<file path="config.mk">
export PLATFORM = sky130hd
export DESIGN_NAME = button_event_detector
export DESIGN_NICKNAME = d
export VERILOG_FILES = /design/src/rtl/button_event_detector_pkg.sv /design/src/rtl/button_event_detector_sat_counter.sv /design/src/rtl/button_event_detector.sv
export SDC_FILE = /design/constraint.sdc
export NUM_CORES = 1
export LEC_CHECK = 0
export ABC_AREA = 0
export CORE_MARGIN = 2
export CORE_UTILIZATION = 38
export CTS_BUF_LIST = sky130_fd_sc_hd__clkbuf_8 sky130_fd_sc_hd__clkbuf_16
export DETAILED_ROUTE_END_ITERATION = 7
export GPL_TIMING_DRIVEN = 1
export PLACE_DENSITY = 0.63
export SYNTH_ARGS = -nofsm -noshare
export SYNTH_HDL_FRONTEND = slang
export SYNTH_SLANG_ARGS = --single-unit
</file>
<file path="constraint.sdc">
create_clock -name clk -period 6.51 [get_ports clk]
set_input_delay 1.302 -clock clk [delete_from_list [all_inputs] [get_ports clk]]
set_output_delay 1.302 -clock clk [all_outputs]
set_load 0.05 [all_outputs]
</file>
<file path="src/rtl/button_event_detector_pkg.sv">
// Shared state encoding and default timing for the front-panel button event detector.
// Control logic decodes dbg_state / held using these definitions.
package button_event_detector_pkg;

  typedef enum logic [1:0] {
    ST_IDLE = 2'd0,
    ST_DOWN = 2'd1,
    ST_HELD = 2'd2
  } bed_state_e;

  localparam int unsigned DEF_HOLD_CYCLES   = 5000000;
  localparam int unsigned DEF_REPEAT_CYCLES = 1250000;
  localparam int unsigned DEF_CNT_WIDTH     = 24;
  localparam int unsigned DEF_PCNT_WIDTH    = 8;

  function automatic logic state_is_held(input bed_state_e s);
    return (s != ST_IDLE);
  endfunction

endpackage

</file>
<file path="src/rtl/button_event_detector_sat_counter.sv">
// Saturating event counter with synchronous clear; clear and increment in the same
// cycle leave the count at one so that event is not lost.
module sat_counter #(
  parameter int unsigned WIDTH = 8
) (
  input  logic             clk,
  input  logic             rst,
  input  logic             clr,
  input  logic             inc,
  output logic [WIDTH-1:0] count
);

  logic [WIDTH-1:0] count_q;
  logic [WIDTH-1:0] count_d;

  always_comb begin
    count_d = count_q;
    if (clr) begin
      count_d = inc ? WIDTH'(1) : '0;
    end else if (inc && (count_q != '1)) begin
      count_d = count_q + WIDTH'(1);
    end
  end

  always_ff @(posedge clk or negedge rst) begin
    if (!rst) begin
      count_q <= '0;
    end else begin
      count_q <= count_d;
    end
  end

  assign count = count_q;

endmodule

</file>
<file path="src/rtl/button_event_detector.sv">
// Turns a conditioned button level into registered single-cycle press / release /
// long-press / auto-repeat events, plus a saturating press counter.
module button_event_detector
  import button_event_detector_pkg::*;
#(
  parameter int unsigned HOLD_CYCLES   = DEF_HOLD_CYCLES,
  parameter int unsigned REPEAT_CYCLES = DEF_REPEAT_CYCLES,
  parameter int unsigned CNT_WIDTH     = DEF_CNT_WIDTH,
  parameter int unsigned PCNT_WIDTH    = DEF_PCNT_WIDTH
) (
  input  logic                  clk,
  input  logic                  rst,
  input  logic                  en,
  input  logic                  ip,
  input  logic                  clr,
  output logic                  press,
  output logic                  release_pulse,
  output logic                  release_long,
  output logic                  long_press,
  output logic                  rpt,
  output logic                  held,
  output logic [PCNT_WIDTH-1:0] press_count,
  output bed_state_e            dbg_state
);

  localparam logic [CNT_WIDTH-1:0] HOLD_LAST = CNT_WIDTH'(HOLD_CYCLES - 1);
  localparam logic [CNT_WIDTH-1:0] REP_LAST  = CNT_WIDTH'(REPEAT_CYCLES - 1);

  bed_state_e           state_q, state_d;
  logic [CNT_WIDTH-1:0] timer_q, timer_d;
  logic                 ip_q, ip_d;
  logic                 armed_q, armed_d;
  logic                 press_q, press_d;
  logic                 release_q, release_d;
  logic                 release_long_q, release_long_d;
  logic                 long_press_q, long_press_d;
  logic                 rpt_q, rpt_d;
  logic                 rise;

  // armed_q masks the first post-reset cycle: a level already high at reset
  // release is a stuck button, not a fresh press.
  assign rise = ip & ~ip_q & armed_q;

  always_comb begin
    state_d        = state_q;
    timer_d        = timer_q;
    ip_d           = ip;
    armed_d        = 1'b1;
    press_d        = 1'b0;
    release_d      = 1'b0;
    release_long_d = 1'b0;
    long_press_d   = 1'b0;
    rpt_d          = 1'b0;
    if (!en) begin
      state_d = ST_IDLE;
      timer_d = '0;
    end else begin
      case (state_q)
        ST_IDLE: begin
          if (rise) begin
            state_d = ST_DOWN;
            timer_d = '0;
            press_d = 1'b1;
          end
        end
        ST_DOWN: begin
          if (!ip) begin
            state_d   = ST_IDLE;
            timer_d   = '0;
            release_d = 1'b1;
          end else if (timer_q == HOLD_LAST) begin
            state_d      = ST_HELD;
            timer_d      = '0;
            long_press_d = 1'b1;
          end else begin
            timer_d = timer_q + CNT_WIDTH'(1);
          end
        end
        ST_HELD: begin
          if (!ip) begin
            state_d        = ST_IDLE;
            timer_d        = '0;
            release_d      = 1'b1;
            release_long_d = 1'b1;
          end else if (REPEAT_CYCLES != 0) begin
            if (timer_q == REP_LAST) begin
              timer_d = '0;
              rpt_d   = 1'b1;
            end else begin
              timer_d = timer_q + CNT_WIDTH'(1);
            end
          end
        end
        default: begin
          state_d = ST_IDLE;
          timer_d = '0;
        end
      endcase
    end
  end

  always_ff @(posedge clk or negedge rst) begin
    if (!rst) begin
      state_q        <= ST_IDLE;
      timer_q        <= '0;
      ip_q           <= 1'b0;
      armed_q        <= 1'b0;
      press_q        <= 1'b0;
      release_q      <= 1'b0;
      release_long_q <= 1'b0;
      long_press_q   <= 1'b0;
      rpt_q          <= 1'b0;
    end else begin
      state_q        <= state_d;
      timer_q        <= timer_d;
      ip_q           <= ip_d;
      armed_q        <= armed_d;
      press_q        <= press_d;
      release_q      <= release_d;
      release_long_q <= release_long_d;
      long_press_q   <= long_press_d;
      rpt_q          <= rpt_d;
    end
  end

  // Counting press_d keeps press_count in step with the press pulse itself.
  sat_counter #(
    .WIDTH(PCNT_WIDTH)
  ) u_press_cnt (
    .clk  (clk),
    .rst  (rst),
    .clr  (clr),
    .inc  (press_d),
    .count(press_count)
  );

  assign press         = press_q;
  assign release_pulse = release_q;
  assign release_long  = release_long_q;
  assign long_press    = long_press_q;
  assign rpt           = rpt_q;
  assign held          = state_is_held(state_q);
  assign dbg_state     = state_q;

endmodule

</file>
; ---- Word-level counts from Yosys, hierarchy flattened
; Index checks and enable logic that the tools add are counted.
[word_totals]
reg_bits = 41
inputBits = 5
output_inout_bits = 16
wordCells = 61
[op_classes]
add_sub_neg = 2
eq_ne = 8
mux = 32
bitwise = 3
reduce_logical = 6
[op_table]
columns = cell, n
row1 = $mux 24, 6
row2 = $pmux 24 s3, 1
row3 = $add 24x1->24 const B, 1
row4 = $eq 24x21->1 const B, 1
row5 = $eq 24x23->1 const B, 1
row6 = $mux 1, 17
row7 = $mux 8, 2
row8 = $mux 2, 5
row9 = $add 8x1->8 const B, 1
row10 = $ne 8x8->1 const B, 1
row11 = $ne 3x3->1 const B, 2
row12 = $pmux 2 s3, 1
row13 = $ne 4x4->1 const B, 1
row14 = $reduce_bool 2->1, 2
row15 = $reduce_and 3->1, 1
row16 = $and 1x1->1, 2
row17 = $eq 2x1->1 const B, 1
row18 = $eq 2x2->1 const B, 1
row19 = $logic_not 2->1, 1
row20 = $reduce_or 2->1, 1
row21 = $logic_and 1x1->1, 1
row22 = $not 1->1, 1

; ---- Logic depth before layout (Yosys ltp)
; Gate-level depths: netlist of run 1.
[logic_depth]
depth_word = 9
mapped_depth = 9
depth_no_buf = 7

; ---- Modules after synthesis
; A second synthesis of run 1 with hierarchy kept.
[hier_totals]
cells_unflattened = 302
area_unflattened_um2 = 2668.8
[modules_own_cells]
columns = mod, instances, cells_each, area_per_inst_um2, seq_area_each_um2
row1 = button_event_detector, 1, 255, 2195.9, 825.8
row2 = sat_counter, 1, 47, 473.0, 200.2

; ---- Worst setup path after synthesis of run 1
; OpenSTA, ideal clock, no wires.
[synth_timing]
path_kind = input-to-reg
start = input ip
end = register timer_q[3]
setup_time_ps = 132
arrival_ps = 2533
t_required_ps = 6378
setup_slack_ps = 3844
path_stages = 8
n_path_buf = 3
cell_sequence = buf_6 -> nand3b_1 -> and2_2 -> clkbuf_1 -> clkbuf_1 -> nor2_1 -> xnor2_1 -> nor2_1
[synth_between]
elab_chain_cells = 3
word_cells_on_any_way = 7
classes_between = 1 x eq/ne / 4 x mux / 2 x bitwise
[synth_rtl]
columns = element, line_no
row1 = from (decl), button_event_detector.sv:14  ; input logic ip,
row2 = "$mux 24, or another cell as far along", button_event_detector.sv:80  ; if (!ip) begin
row3 = $pmux 24 s3 / $and 1x1->1 (equally long branches), "button_event_detector.sv:58, button_event_detector.sv:42"
row4 = $mux 24 / $ne 3x3->1 (equally long branches), --
row5 = to (signal assigned), button_event_detector.sv:115  ; timer_q <= timer_d;
row6 = to (decl), button_event_detector.sv:30  ; logic [CNT_WIDTH-1:0] timer_q, timer_d;
; Parallel ways exist; a longest one is shown, timed or not.
; A chain may end at the register's enable or synchronous reset.

; ---- Worst setup path in the final report of run 1
[layout_timing]
start = register state_q[1] (netlist: dbg_state[1])
end = output held
[layout_between]
elab_chain_cells = 1
[layout_rtl]
columns = element, line_no
row1 = from (decl), button_event_detector.sv:29  ; bed_state_e state_q, state_d;
row2 = from (signal assigned), button_event_detector.sv:114  ; state_q <= state_d;
row3 = $reduce_bool 2->1, button_event_detector_pkg.sv:17  ; return (s != ST_IDLE);
row4 = to (decl), button_event_detector.sv:21  ; output logic held,
; No other way between the ends.

==> flow_metrics.env, run 1 <==
export IMPL_grt_pass1_vias=1703
export IMPL_pwr_share_seq_pct=47.9
export IMPL_numCtsBuffers=5
export IMPL_drt_initial_drc_count=104
export IMPL_wire_per_inst_um=14.5
export IMPL_cts_setup_buffers=0
export IMPL_setup_violations=0
export IMPL_firstDrtPassIters=4
export IMPL_relSlewSlack_pct=40.0
export IMPL_synth_largest_area_cell="dfrtp_1"
export IMPL_worstPathRequired_ns=5.21
export IMPL_finalNonFillerCells=340
export IMPL_synth_common_cells="41 x dfrtp_1, 31 x nor2_1, 23 x nand2_1"
export IMPL_p_comb_share_pct=21.0
export IMPL_start_util_pct=40.0
export IMPL_finClkSkew_ns=0.00821
export IMPL_syn_to_final_growth_pct=11.5
export IMPL_sw_frac_of_total_pct=32.8
export IMPL_hold_violations=0
export IMPL_cts_max_path_buffers=2
export IMPL_io_pins=21
export IMPL_antenna_found_initial=0
export IMPL_synth_area_um2=2390
export IMPL_fp_dieW_um=83.4
export IMPL_critPathBufInv=3
export IMPL_drtAntennaViolNets=0
export IMPL_io_buffers=20
export IMPL_clockPowerShare_pct=31.1
export IMPL_grt_max_degree=42
export IMPL_slowest_delay_ns=0.80
export IMPL_grt_pass1_wl_mm=8.52
export IMPL_synth_top_area_share_pct=42.8
export IMPL_fin_crit_ns=3.21
export IMPL_maxCapViolCount=0
export IMPL_clk_latency_ns=0.30
export IMPL_clock_sinks=41
export IMPL_path_cells="inv_1 -> ha_1 -> inv_1 -> clkdlybuf4s50_1"
export IMPL_cp_max_fo=4
export IMPL_switchingPower_uw=181
export IMPL_ff2ff_setup_slack_ns=4.04
export IMPL_ys_ff_latch=41
export IMPL_internal_power_uw=370
export IMPL_rr_endpoint="timer_q[10]"
export IMPL_netlist_top_cells_area="dfrtp_1 43%, xnor2_1 5.9%, nor2_1 4.9%"
export IMPL_grt_ovfl_total=0
export IMPL_dp_hpwl_mm=3.59
export IMPL_syn_num_nets=258
export IMPL_r2r_start="timer_q[14]"
export IMPL_synth_most_common_cell="dfrtp_1"
export IMPL_ys_async_sr_fraction_pct=100
export IMPL_clkTransAtPathRegs_ns=0.09
export IMPL_leakage_uw=0.000992
export IMPL_antennaDiodeCount=0
export IMPL_vias=1854
export IMPL_drive_gt1_share_pct=8.30
export IMPL_status="finished, final reports clean"
export IMPL_cts_tree="built"
export IMPL_wl_mm=4.92
export IMPL_fillCellCount=552
export IMPL_h_tree_depth=2
export IMPL_gr_usage_all_layers_pct=15.1
export IMPL_crit_top_cell="inv_1"
export IMPL_placedInstanceArea_um2=2580
export IMPL_worstMarginPinSlew_ns=0.900
export IMPL_syn_inst=248
export IMPL_final_nets=274
export IMPL_min_from="timer_q[1]"
export IMPL_end_kind="output pin"
export IMPL_min_delay_worst_endpoint="timer_q[1]"
export IMPL_coreArea_um2=5990
export IMPL_fmax_ghz=0.311
export IMPL_cp_top_family="buffers and inverters"
export IMPL_min_period_over_period_pct=49.3
export IMPL_rows=28
export IMPL_startpoint_type="register"
export IMPL_die_area_um2=6950
export IMPL_holdBufCountCts=0
export IMPL_ir_worst_vdd_mv=0.123
export IMPL_min_path_cells=2
export IMPL_die_h_um=83.4
export IMPL_synth_distinct_cells=46
export IMPL_power_density_nw_per_um2=206
export IMPL_worst_endpoint_arrival_ns=1.91
export IMPL_yosys_warnings=0
export IMPL_synth_main_ff_cell="dfrtp_1"
export IMPL_design_area_um2=2670
export IMPL_hp_class="reg2reg"
export IMPL_worstRegToRegCells=5
export IMPL_viasPerCell=5.45
export IMPL_finalSetupTns_ns=0
export IMPL_syn_area_per_cell_um2=9.66
export IMPL_crit_type="reg2out"
export IMPL_place_inst=332
export IMPL_drc=0
export IMPL_gp_congestion=0.843
export IMPL_rsz0062_at_grt="no"
export IMPL_synth_edf_count=0
export IMPL_cts_resized=0
export IMPL_slowest_stage="clkdlybuf4s50_1"
export IMPL_slew_violations=0
export IMPL_root_buffer="clkbuf_8"
export IMPL_ys_seq_area_share_pct=42.8
-- per-layer routing --
| metal | GRT usage, % | wire (um) | vias up |
|---|---|---|---|
| met5 | 0 | 0 | - |
| met4 | 4.47 | 61 | 0 |
| met1 | 22.5 | 2480 | 895 |
| met2 | 21.9 | 2200 | 30 |
| li1 | - | - | 923 |
| met3 | 2.98 | 179 | 6 |
-- kinds of logic (layout without fill, tap and decap cells) --
kind of cell / after synthesis / count (layout) / share of synthesized area, %
flops: 41 / 41 / 42.8
mux: 1 / 1 / 0.470
other cells: 1 / 1 / 0.157
simple gates: 134 / 134 / 32.3
buf+inv: 20 / 37 / 5.75
compound gates: 23 / 23 / 7.42
xor+xnor: 23 / 23 / 8.41
fa+ha+maj: 5 / 5 / 2.61
-- registers in the layout (all words and copies together), names as in the netlist --
name / count
timer_q: 24
u_press_cnt.count: 8
dbg_state: 2
armed_q: 1
ip_q: 1
long_press: 1
press: 1
release_long: 1
release_pulse: 1
rpt: 1
-- placed cells by master (no fill, tap or decap), types with 3 or more instances in the layout --
cell,Yosys,routed
xor2_1,7,7
nor3_1,8,8
o211ai_1,3,3
nand4_1,13,13
nand3b_1,3,3
nand2_1,23,23
o21ai_0,4,4
and4_1,4,4
and3_1,5,5
dfrtp_1,41,41
ha_1,5,5
nor2_1,31,31
and2_1,8,8
nor4_1,9,9
clkbuf_8,1,5
xnor2_1,16,16
nand3_1,12,12
clkdlybuf4s50_1,0,19
a31oi_1,3,3
clkinvlp_4,0,3
and3_2,3,3
inv_1,9,9
-- power by group through the flow --
stage	Sequential (uW)	Clock, uW	Combinational [uW]
CTS	265	178	116
global placement	270	0	116
finish	264	171	116
detailed placement	270	0	116
global route	265	186	126
floorplan	286	0	67.5
-- worst min-delay path, delay by kind of cell (launching register included) --
kind               cells  cell delay, ns
DFF                    1            0.37
AOI/OAI and AO/OA      1            0.07
and+or+nand+nor        1            0.05
-- layout make-up --
cell class | count | area, um2 | area share [%]
multi-input cells | 187 | 1230 | 46.1
well taps | 75 | 93.8 | 3.51
clock inverters | 3 | 22.5 | 0.843
inverters | 9 | 33.8 | 1.26
repair buffers | 20 | 195 | 7.31
clock buffers | 5 | 68.8 | 2.58
flip-flops and latches | 41 | 1030 | 38.4
-- through the flow --
stage	hold WS, ns	utilization, %	power [uW]	setup slack [ns]
floorplan	0.476	-	353	3.84
global placement	0.503	43.1	385	3.12
detailed placement	0.514	43.1	385	3.06
CTS	0.534	44.6	559	3.28
global route	0.575	44.6	577	3.17
finish	0.533	44.6	551	3.30
-- worst max-delay path by stage --
stage / startpoint / to / slack, ns / cells after the start
floorplan: dbg_state[0] / held / 3.84 / 3
global placement: ip / timer_q[5] / 3.12 / 5
detailed placement: ip / timer_q[10] / 3.06 / 5
CTS: dbg_state[1] / held / 3.28 / 4
global route: ip / timer_q[12] / 3.17 / 5
finish: dbg_state[1] / held / 3.30 / 4
Power figures use the tool's default switching activity.
==> run 2: changes to the inputs <==
Clock period 6.51 ns to 3.1 ns, I/O delays scaled along.
==> run 2 against run 1 <==
Net effect: flip-flop and latch count is the same; register-to-register slack got worse by 3.2 ns; sequential share of layout area down 0.14 points; combinational power grew 120%; hold slack got worse by 0.088 ns; first-iteration DRC count is 18% higher; critical endpoint unchanged; power grew 110%; wire length is 6.4% higher.
==> flow_metrics.env, run 2 (synthesized netlist as in run 1, its figures left out) <==
export IMPL_holdBufCountCts=0
export IMPL_cts_resized=0
export IMPL_drc=0
export IMPL_wl_mm=5.23
export IMPL_regMostFlops="timer_q"
export IMPL_startpoint_type="register"
export IMPL_drtAntennaViolNets=0
export IMPL_finalNonFillerCells=342
export IMPL_rows=28
export IMPL_fmax_ghz=0.396
export IMPL_coreArea_um2=5990
export IMPL_die_h_um=83.4
export IMPL_slowest_delay_ns=0.80
export IMPL_dp_hpwl_mm=3.70
export IMPL_viasPerCell=5.52
export IMPL_antenna_found_initial=0
export IMPL_clk_latency_ns=0.30
export IMPL_maxCapViolCount=0
export IMPL_root_buffer="clkbuf_8"
export IMPL_end_kind="output pin"
export IMPL_cts_max_path_buffers=2
export IMPL_grt_ovfl_total=0
export IMPL_leakage_uw=0.00101
export IMPL_gp_congestion=0.837
export IMPL_final_nets=276
export IMPL_gr_usage_all_layers_pct=15.8
export IMPL_grt_pass1_wl_mm=9.00
export IMPL_cp_max_fo=4
export IMPL_worstPathRequired_ns=2.48
export IMPL_h_tree_depth=2
export IMPL_mostFrequentLayoutCells="41 x dfrtp_1, 31 x nor2_1, 23 x nand2_1"
export IMPL_setup_violations=0
export IMPL_fin_crit_ns=2.53
export IMPL_layout_cells_most_common="dfrtp_1"
export IMPL_slowest_stage="clkdlybuf4s50_1"
export IMPL_fillCellCount=571
export IMPL_use_met1_pct=22.9
export IMPL_drt_initial_drc_count=123
export IMPL_antennaDiodeCount=0
export IMPL_cp_top_family="buffers and inverters"
export IMPL_hp_class="in2async"
export IMPL_rsz0062_at_grt="no"
export IMPL_cts_tree="built"
export IMPL_grt_busiest_layer="met2"
export IMPL_vias=1889
export IMPL_fp_dieW_um=83.4
export IMPL_crit_type="reg2out"
export IMPL_post_route_util_pct=44.8
export IMPL_io_buffers=20
export IMPL_finClkSkew_ns=0.00715
export IMPL_power_density_nw_per_um2=430
export IMPL_place_inst=334
export IMPL_cts_setup_buffers=0
export IMPL_multi_input_area_um2=1230
export IMPL_worstMarginPinSlew_ns=0.940
export IMPL_clock_sinks=41
export IMPL_worst_endpoint_arrival_ns=1.91
export IMPL_drive_gt1_share_pct=8.99
export IMPL_hold_violations=0
export IMPL_seq_area_um2=1030
export IMPL_hold_slack_ns=0.445
export IMPL_status="finished, final reports clean"
export IMPL_start_util_pct=40.0
export IMPL_grt_max_degree=42
export IMPL_relSlewSlack_pct=37.4
export IMPL_crit_top_cell="inv_1"
export IMPL_grt_pass1_vias=1815
export IMPL_critPathBufInv=3
export IMPL_grt_met2_usage_pct=23.8
export IMPL_wire_per_inst_um=15.3
export IMPL_grtUsageMet3_pct=3.38
export IMPL_firstDrtPassIters=4
export IMPL_clkTransAtPathRegs_ns=0.08
export IMPL_syn_to_final_growth_pct=12.0
export IMPL_finalSetupTns_ns=0
export IMPL_die_area_um2=6950
export IMPL_largest_register_ffs=24
export IMPL_min_period_over_period_pct=81.6
export IMPL_numCtsBuffers=5
export IMPL_slew_violations=0
export IMPL_io_pins=21
export IMPL_path_cells="inv_1 -> ha_1 -> inv_1 -> clkdlybuf4s50_1"
export IMPL_ir_worst_vdd_mv=0.301
run 2: power by group:
part	total, uW	internal, uW	switching, uW
Sequential	555	546	8.75
Combinational	250	77.9	172
Clock	348	156	193
Total	1150	780	373
run 2: cell type report:
class | count | share of cell area, %
Multi-Input combinational cell | 187 | 45.9
Timing Repair Buffer | 22 | 7.84
Sequential cell | 41 | 38.3
Clock inverter | 3 | 0.653
Tap cell | 75 | 3.50
Inverter | 9 | 1.26
Clock buffer | 5 | 2.57
run 2: worst reg2reg max path: cells and delay by family, from the launching register on:
family	cells	cell delay [ns]
AND/OR/NAND/NOR	3	1.18
AO/OA/AOI/OAI	2	0.46
flip-flops	1	0.48
run 2: path summary, 6_finish.rpt:
check	start	to	slack, ns	cells past startpoint
max in group asynchronous	rst	timer_q[9]	2.05	1
hold reg to reg	timer_q[1]	timer_q[1]	0.54	2
min in group clk	timer_q[1]	timer_q[1]	0.54	2
setup / recovery	dbg_state[1]	held	0.57	4
hold / removal	rst	dbg_state[0]	0.45	1
setup reg to reg	timer_q[19]	timer_q[2]	0.84	5
run 2: stage by stage:
stage,worst slack (ns),cell area [um2],power (uW)
3_5_place_dp,0.401,2590,818
3_3_place_gp,0.456,2590,815
6_report,0.572,2680,1150
5_1_grt,0.499,2680,1210
2_1_floorplan,0.847,2390,742
4_1_cts,0.565,2680,1170
run 2: layer usage:
layer,part of all wire [%],up-vias
met5,0,-
met4,0.99,0
met3,3.1,5
met2,45,33
met1,51,922
li1,-,929
